[src/rtl/pwm_3ph_deadtime.sv]
// pwm_3ph_deadtime: three-leg sawtooth PWM with per-leg dead-time insertion and a
// double-buffered duty update that takes effect at the carrier wrap (cnt_in == 0).
// Optional feature: define PWM_FAULT_LATCH_EN to enable the synchronised, latched
// fault trip; without it the fault inputs are ignored and fault_latched is 0.

module pwm_3ph_deadtime #(
    parameter int CARRIER_TOP = 9999,
    parameter int DEAD        = 50
) (
    input  logic        clkin,
    input  logic        global_rst,
    input  logic [15:0] cnt_in,
    input  logic [15:0] duty_a,
    input  logic [15:0] duty_b,
    input  logic [15:0] duty_c,
    input  logic        duty_valid,
    output logic        duty_ready,
    input  logic        fault,
    input  logic        fault_clr,
    output logic        pwm_ah,
    output logic        pwm_al,
    output logic        pwm_bh,
    output logic        pwm_bl,
    output logic        pwm_ch,
    output logic        pwm_cl,
    output logic        fault_latched
);

    // Largest meaningful duty: one past the carrier top gives a permanently high request.
    localparam logic [15:0] DUTY_MAX = 16'(CARRIER_TOP + 1);
    localparam logic [7:0]  DEAD_CNT = 8'(DEAD);

    typedef enum logic [1:0] {
        S_DEAD,
        S_HI_ON,
        S_LO_ON
    } leg_state_t;

    // Leg index 0 = phase a, 1 = phase b, 2 = phase c.
    logic [2:0][15:0] duty_in;
    assign duty_in = {duty_c, duty_b, duty_a};

    logic [2:0][15:0] stage_q, stage_d;
    logic [2:0][15:0] shadow_q, shadow_d;
    logic             pending_q, pending_d;
    logic             ready_q, ready_d;
    logic             take;
    logic [2:0]       req;
    logic             fault_hold;

    leg_state_t       state_q [3];
    leg_state_t       state_d [3];
    logic [7:0]       dcnt_q  [3];
    logic [7:0]       dcnt_d  [3];
    logic [2:0]       pwm_h_q, pwm_h_d;
    logic [2:0]       pwm_l_q, pwm_l_d;

    // Duty handshake into staging, and staging-to-shadow transfer at the carrier wrap.
    always_comb begin
        // NOTE: every signal written here gets a default first, so no path can infer a latch.
        stage_d   = stage_q;
        shadow_d  = shadow_q;
        pending_d = pending_q;
        take      = duty_valid && !pending_q;
        // Only an update that was already pending before this wrap cycle is transferred;
        // a handshake taken in the wrap cycle itself waits for the next wrap.
        if ((cnt_in == 16'd0) && pending_q) begin
            shadow_d  = stage_q;
            pending_d = 1'b0;
        end
        if (take) begin
            for (int i = 0; i < 3; i++) begin
                stage_d[i] = (duty_in[i] > DUTY_MAX) ? DUTY_MAX : duty_in[i];
            end
            pending_d = 1'b1;
        end
        ready_d = !pending_d;
    end

    // Raw per-leg request; compares against shadow_d so the period that starts at the
    // wrap already uses the freshly transferred duty, including its cnt_in == 0 cycle.
    always_comb begin
        for (int i = 0; i < 3; i++) begin
            req[i] = (cnt_in < shadow_d[i]);
        end
    end

`ifdef PWM_FAULT_LATCH_EN
    logic fault_s1_q, fault_s2_q;
    logic fault_latched_q, fault_latched_d;

    // Trip latch: a synchronised fault sets it; a clear is honoured only once the fault is gone.
    always_comb begin
        fault_latched_d = fault_latched_q;
        if (fault_s2_q) begin
            fault_latched_d = 1'b1;
        end else if (fault_clr) begin
            fault_latched_d = 1'b0;
        end
    end

    // Two-flop synchroniser for the asynchronous fault input, plus the trip latch flop.
    always_ff @(posedge clkin or posedge global_rst) begin
        if (global_rst) begin
            fault_s1_q      <= 1'b0;
            fault_s2_q      <= 1'b0;
            fault_latched_q <= 1'b0;
        end else begin
            fault_s1_q      <= fault;
            fault_s2_q      <= fault_s1_q;
            fault_latched_q <= fault_latched_d;
        end
    end

    // Legs are parked in DEAD (counter reloaded) for as long as the trip is active, so the
    // clear cycle releases them into a full dead interval.
    assign fault_hold    = fault_s2_q || fault_latched_q;
    assign fault_latched = fault_latched_q;
`else
    logic unused_fault;
    assign unused_fault  = fault ^ fault_clr;
    assign fault_hold    = 1'b0;
    assign fault_latched = 1'b0;
`endif

    // Per-leg dead-time FSM: any request change from a settled state inserts DEAD off cycles;
    // the target is sampled only when the dead counter expires.
    always_comb begin
        for (int i = 0; i < 3; i++) begin
            state_d[i] = state_q[i];
            dcnt_d[i]  = dcnt_q[i];
            if (fault_hold) begin
                state_d[i] = S_DEAD;
                dcnt_d[i]  = DEAD_CNT;
            end else begin
                case (state_q[i])
                    S_HI_ON: begin
                        if (!req[i]) begin
                            state_d[i] = S_DEAD;
                            dcnt_d[i]  = DEAD_CNT;
                        end
                    end
                    S_LO_ON: begin
                        if (req[i]) begin
                            state_d[i] = S_DEAD;
                            dcnt_d[i]  = DEAD_CNT;
                        end
                    end
                    default: begin
                        if (dcnt_q[i] <= 8'd1) begin
                            state_d[i] = req[i] ? S_HI_ON : S_LO_ON;
                        end else begin
                            dcnt_d[i] = dcnt_q[i] - 8'd1;
                        end
                    end
                endcase
            end
            // Drives decode from the next state so they are registered alongside it.
            pwm_h_d[i] = (state_d[i] == S_HI_ON);
            pwm_l_d[i] = (state_d[i] == S_LO_ON);
        end
    end

    // State register for the duty buffers, handshake and all three legs.
    always_ff @(posedge clkin or posedge global_rst) begin
        if (global_rst) begin
            stage_q   <= '0;
            shadow_q  <= '0;
            pending_q <= 1'b0;
            ready_q   <= 1'b1;
            pwm_h_q   <= '0;
            pwm_l_q   <= '0;
            for (int i = 0; i < 3; i++) begin
                state_q[i] <= S_DEAD;
                dcnt_q[i]  <= DEAD_CNT;
            end
        end else begin
            // NOTE: non-blocking assignments so every flop samples pre-edge values.
            stage_q   <= stage_d;
            shadow_q  <= shadow_d;
            pending_q <= pending_d;
            ready_q   <= ready_d;
            pwm_h_q   <= pwm_h_d;
            pwm_l_q   <= pwm_l_d;
            for (int i = 0; i < 3; i++) begin
                state_q[i] <= state_d[i];
                dcnt_q[i]  <= dcnt_d[i];
            end
        end
    end

    assign duty_ready = ready_q;
    assign pwm_ah     = pwm_h_q[0];
    assign pwm_al     = pwm_l_q[0];
    assign pwm_bh     = pwm_h_q[1];
    assign pwm_bl     = pwm_l_q[1];
    assign pwm_ch     = pwm_h_q[2];
    assign pwm_cl     = pwm_l_q[2];

endmodule
[config.mk]
export PLATFORM = sky130hd
export DESIGN_NAME = pwm_3ph_deadtime
export DESIGN_NICKNAME = d
export VERILOG_FILES = /design/src/rtl/pwm_3ph_deadtime.sv
export SDC_FILE = /design/constraint.sdc
export NUM_CORES = 1
export LEC_CHECK = 0
export ABC_AREA = 1
export CORE_ASPECT_RATIO = 1.2
export CORE_UTILIZATION = 45
export CTS_BUF_LIST = sky130_fd_sc_hd__clkbuf_4 sky130_fd_sc_hd__clkbuf_8 sky130_fd_sc_hd__clkbuf_16
export DETAILED_ROUTE_END_ITERATION = 10
export PLACE_DENSITY = 0.66
export SETUP_SLACK_MARGIN = 0.02
export SYNTH_ARGS = -nofsm -noshare
export SYNTH_HDL_FRONTEND = slang
export SYNTH_SLANG_ARGS = --single-unit
[constraint.sdc]
create_clock -name clkin -period 7.2 [get_ports clkin]
set_input_delay 2.16 -clock clkin [delete_from_list [all_inputs] [get_ports clkin]]
set_output_delay 2.16 -clock clkin [all_outputs]
set_load 0.1 [all_outputs]
==> impl_results.md <==
* Maximum capacitance violations at 0
* Number of cells on the worst hold path at 2
* Worst-path maximum fanout at 59
* First-pass DRT Iterations at 8
* Number of flops mapped to enable cells by yosys at 0
* Clock tree from TritonCTS: built
* Number of antenna violations at the first check in global routing at 0
* Register area share after synthesis at 45.3%
* Post-Synthesis Mean Instance Area at 8.18 µm²
* Final routed DRC violation total at 1
* Arrival time reported for the critical path endpoint at 5980 ps
* Layout overhead on the synthesized area at 19.2%
* Critical Path, Cell by Cell: clkdlybuf4s50_1, nor2_1, nand2_1, nor2_4, nand3_4, o21ai_0, inv_1, ha_1, a21oi_1, nor2_1, a2111oi_1, nand3_2, nand2_2, nand2_4, nand2_1, o21ai_2
* Number of synthesized register bits at 134
* Weighted congestion at the end of routability-driven global placement at 0.781
* Clock Tree Root: clkbuf_16
* Most numerous cell types in the synthesized netlist: 222 x nand2_1, 153 x inv_1, 124 x dfrtp_1
* Chip height at 143 µm
* Average wire length per cell after detail routing at 12.8 µm
* # nets final at 1101
* Max Clock Skew at 6.64 ps
* Max rail drop VDD at 155 µV
* Share of cells above drive strength 1 at 10.6%
* End of the worst register-to-register path: dcnt_q[6]
* Reg-to-Reg Start: pending_q
* Total of buffers placed on input and output ports at 73
* Global-route wire length before repair at 26.5 mm
* Overall die area at 17000 µm²
* Placed insts at 1168
* DR vias at 5846
* Via count of the first global-routing pass at 5645
* Slowest library cell on the worst path: a2111oi_1
* Number of standard cells after synthesis at 907
* Count of antenna diodes in the layout at 0
* Post-synth net total at 1033
* Reg2reg path depth at 14
* Clock-pin slew of the registers on the worst-case setup and hold paths at 50 ps
* H-Tree Depth at 4
* Half-perimeter wire length of the detailed placement result at 10.8 mm
* Total clock buffers created by CTS at 17
* Final Hold Violating Endpoints at 0
* Flip-flop and latch area at 3370 µm²
* Largest delay share family, worst path: simple AND/OR/NAND/NOR gates
* Count of standard-cell rows at 51
* Power density cells at 280 nW/µm²
* Final Routed Wirelength at 15.3 mm
* Vias per cell at 4.88
* Sort of element at the end of the critical path: flop
* Final worst hold slack at 474 ps
* Minimum clock period after layout at 5680 ps
* Aggregate global routing overflow at 0
* Top cells by area in the synthesized netlist: dfrtp_1 42%, nand2_1 11%, ha_1 9.6%, inv_1 7.7%, o21ai_0 4.8%
* Antenna viol nets, final at 0
* CTS-repair resized insts at 0
* Result of the run: finished with violations
* Count of pins on the block boundary at 77
* Type of the most critical hold path: reg -> reg
* Required time at the endpoint of the critical path at 7500 ps
* Floorplan core area at 16200 µm²
* Setup tns final at 0 ps
* Reg-to-reg setup timing slack at 3500 ps
* Final worst path period share at 78.9%
* Most frequent cell after synthesis: nand2_1
* Area share of the largest cell type after synthesis at 41.8%
* Transition at the pin with the smallest max-transition slack at 1020 ps
* Die span in x at 119 µm
* Filler cells at 1511
* Total number of yosys warnings at 0
* Peak Freq at 0.176 GHz
* Most frequently used flop master after synthesis: dfrtp_1
* Violated checks: DRC
* Netlist area before placement at 7420 µm²
* RSZ-0062 raised after global routing: no
* Critical path launch point type: input port
* Leading area contributor after synthesis: dfrtp_1
* Worst Setup Path Type: in -> reg
* Post-CTS setup buffer count at 0
* Min-Delay Endpoint: shadow_q[28]
* Quantity of hold-fixing buffers added after cts at 0
* Largest stage delay on the critical path at 630 ps
* Buffers plus inverters on the worst setup path at 2
* Clock Tree Buf Depth at 2
* Maximum number of pins on one net before global-route repair at 93
* First DRT Iteration DRCs at 248
* Number of distinct library cells after synthesis at 41
* Number of max-slew violations in the final report at 0
* Total of endpoints with negative setup slack in the final report at 0
* Aggregate global-route resource usage at 19.8%
* Starting Density at 45.8%
* Number of clock sinks seen by CTS at 134
* Min-delay src: shadow_q[28]
* Number of standard cells in the layout, taps in and fillers out at 1197
* Fraction of registers with async set or reset after synthesis at 100%
* Static Leakage at 0.00420 µW
* Area occupied by multi-input gates at 3340 µm²
* Worst slew margin relative to its limit at 31.9%
* Clock latency at the later pin of the worst-skew pair at 420 ps
[tightest hold or removal path, stage by stage, from the launching register on]
cell     delay [ps]
dfrtp_1         320
nand2_1          50
nand2_1          70
[area by class of cell]
cell class / instances / area share, %
Tap cell: 212 / 3.00
Timing Repair Buffer: 76 / 8.51
Clock buffer: 25 / 5.77
Sequential cell: 134 / 38.0
Inverter: 156 / 6.67
Clock inverter: 4 / 0.254
Multi-Input combinational cell: 590 / 37.8
[registers in the layout, summed over array words and instances, names as in the netlist]
register / count
pending_q: 1
shadow_q: 48
dcnt_q: 24
pwm_h_q: 3
state_q: 6
duty_ready: 1
stage_q: 48
pwm_l_q: 3
[per-layer routing]
metal	global-route usage [%]	vias to the layer above	part of all wire, %
li1	-	3041	-
met1	25.8	2698	48
met2	32.5	89	47
met3	4.67	18	3.5
met4	6.53	0	1.4
met5	0	-	0
[kinds of logic after synthesis]
logic type      share of synthesized area [%]
fa+ha+maj                                9.61
compound gates                           13.6
simple gates                             21.6
other cells                            0.0505
flops                                    45.3
buf+inv                                  9.73
[cell usage in the layout (no fill, tap or decap), types with 15 or more instances in the layout]
| master | n |
|---|---|
| inv_1 | 152 |
| o21ai_2 | 21 |
| nand2_1 | 222 |
| o21ai_0 | 71 |
| clkdlybuf4s50_1 | 73 |
| o31ai_1 | 15 |
| clkbuf_16 | 17 |
| ha_1 | 57 |
| a21oi_1 | 33 |
| dfrtp_1 | 124 |
| nor2_1 | 54 |
| nand3_1 | 31 |
| nand2_2 | 21 |
[how the worst max path moves through the flow]
stage / from / end / cells after the start
floorplan: global_rst / dcnt_q[0] / 1
global placement: cnt_in[8] / dcnt_q[6] / 18
detailed placement: cnt_in[8] / dcnt_q[6] / 16
CTS: cnt_in[8] / dcnt_q[6] / 16
global route: cnt_in[8] / dcnt_q[3] / 17
finish: cnt_in[12] / dcnt_q[6] / 16
[metrics by stage]
| step | worst slack [ps] | total power, µW | utilization (%) | cell area (µm²) |
|---|---|---|---|---|
| 6_report | 1520 | 2480 | 54.6 | 8850 |
| 5_1_grt | 1160 | 2650 | 54.6 | 8850 |
| 4_1_cts | 1550 | 2510 | 54.6 | 8850 |
| 3_5_place_dp | 1160 | 1710 | 51.3 | 8320 |
| 3_3_place_gp | 1230 | 1700 | 51.3 | 8320 |
| 2_1_floorplan | 1470 | 1550 | - | 7420 |
[power by group]
part           internal (µW)  switching (µW)  total, µW
registers                883            78.6        962
clock network            484             305        789
logic                    274             455        729
Power figures use the tool's default switching activity.
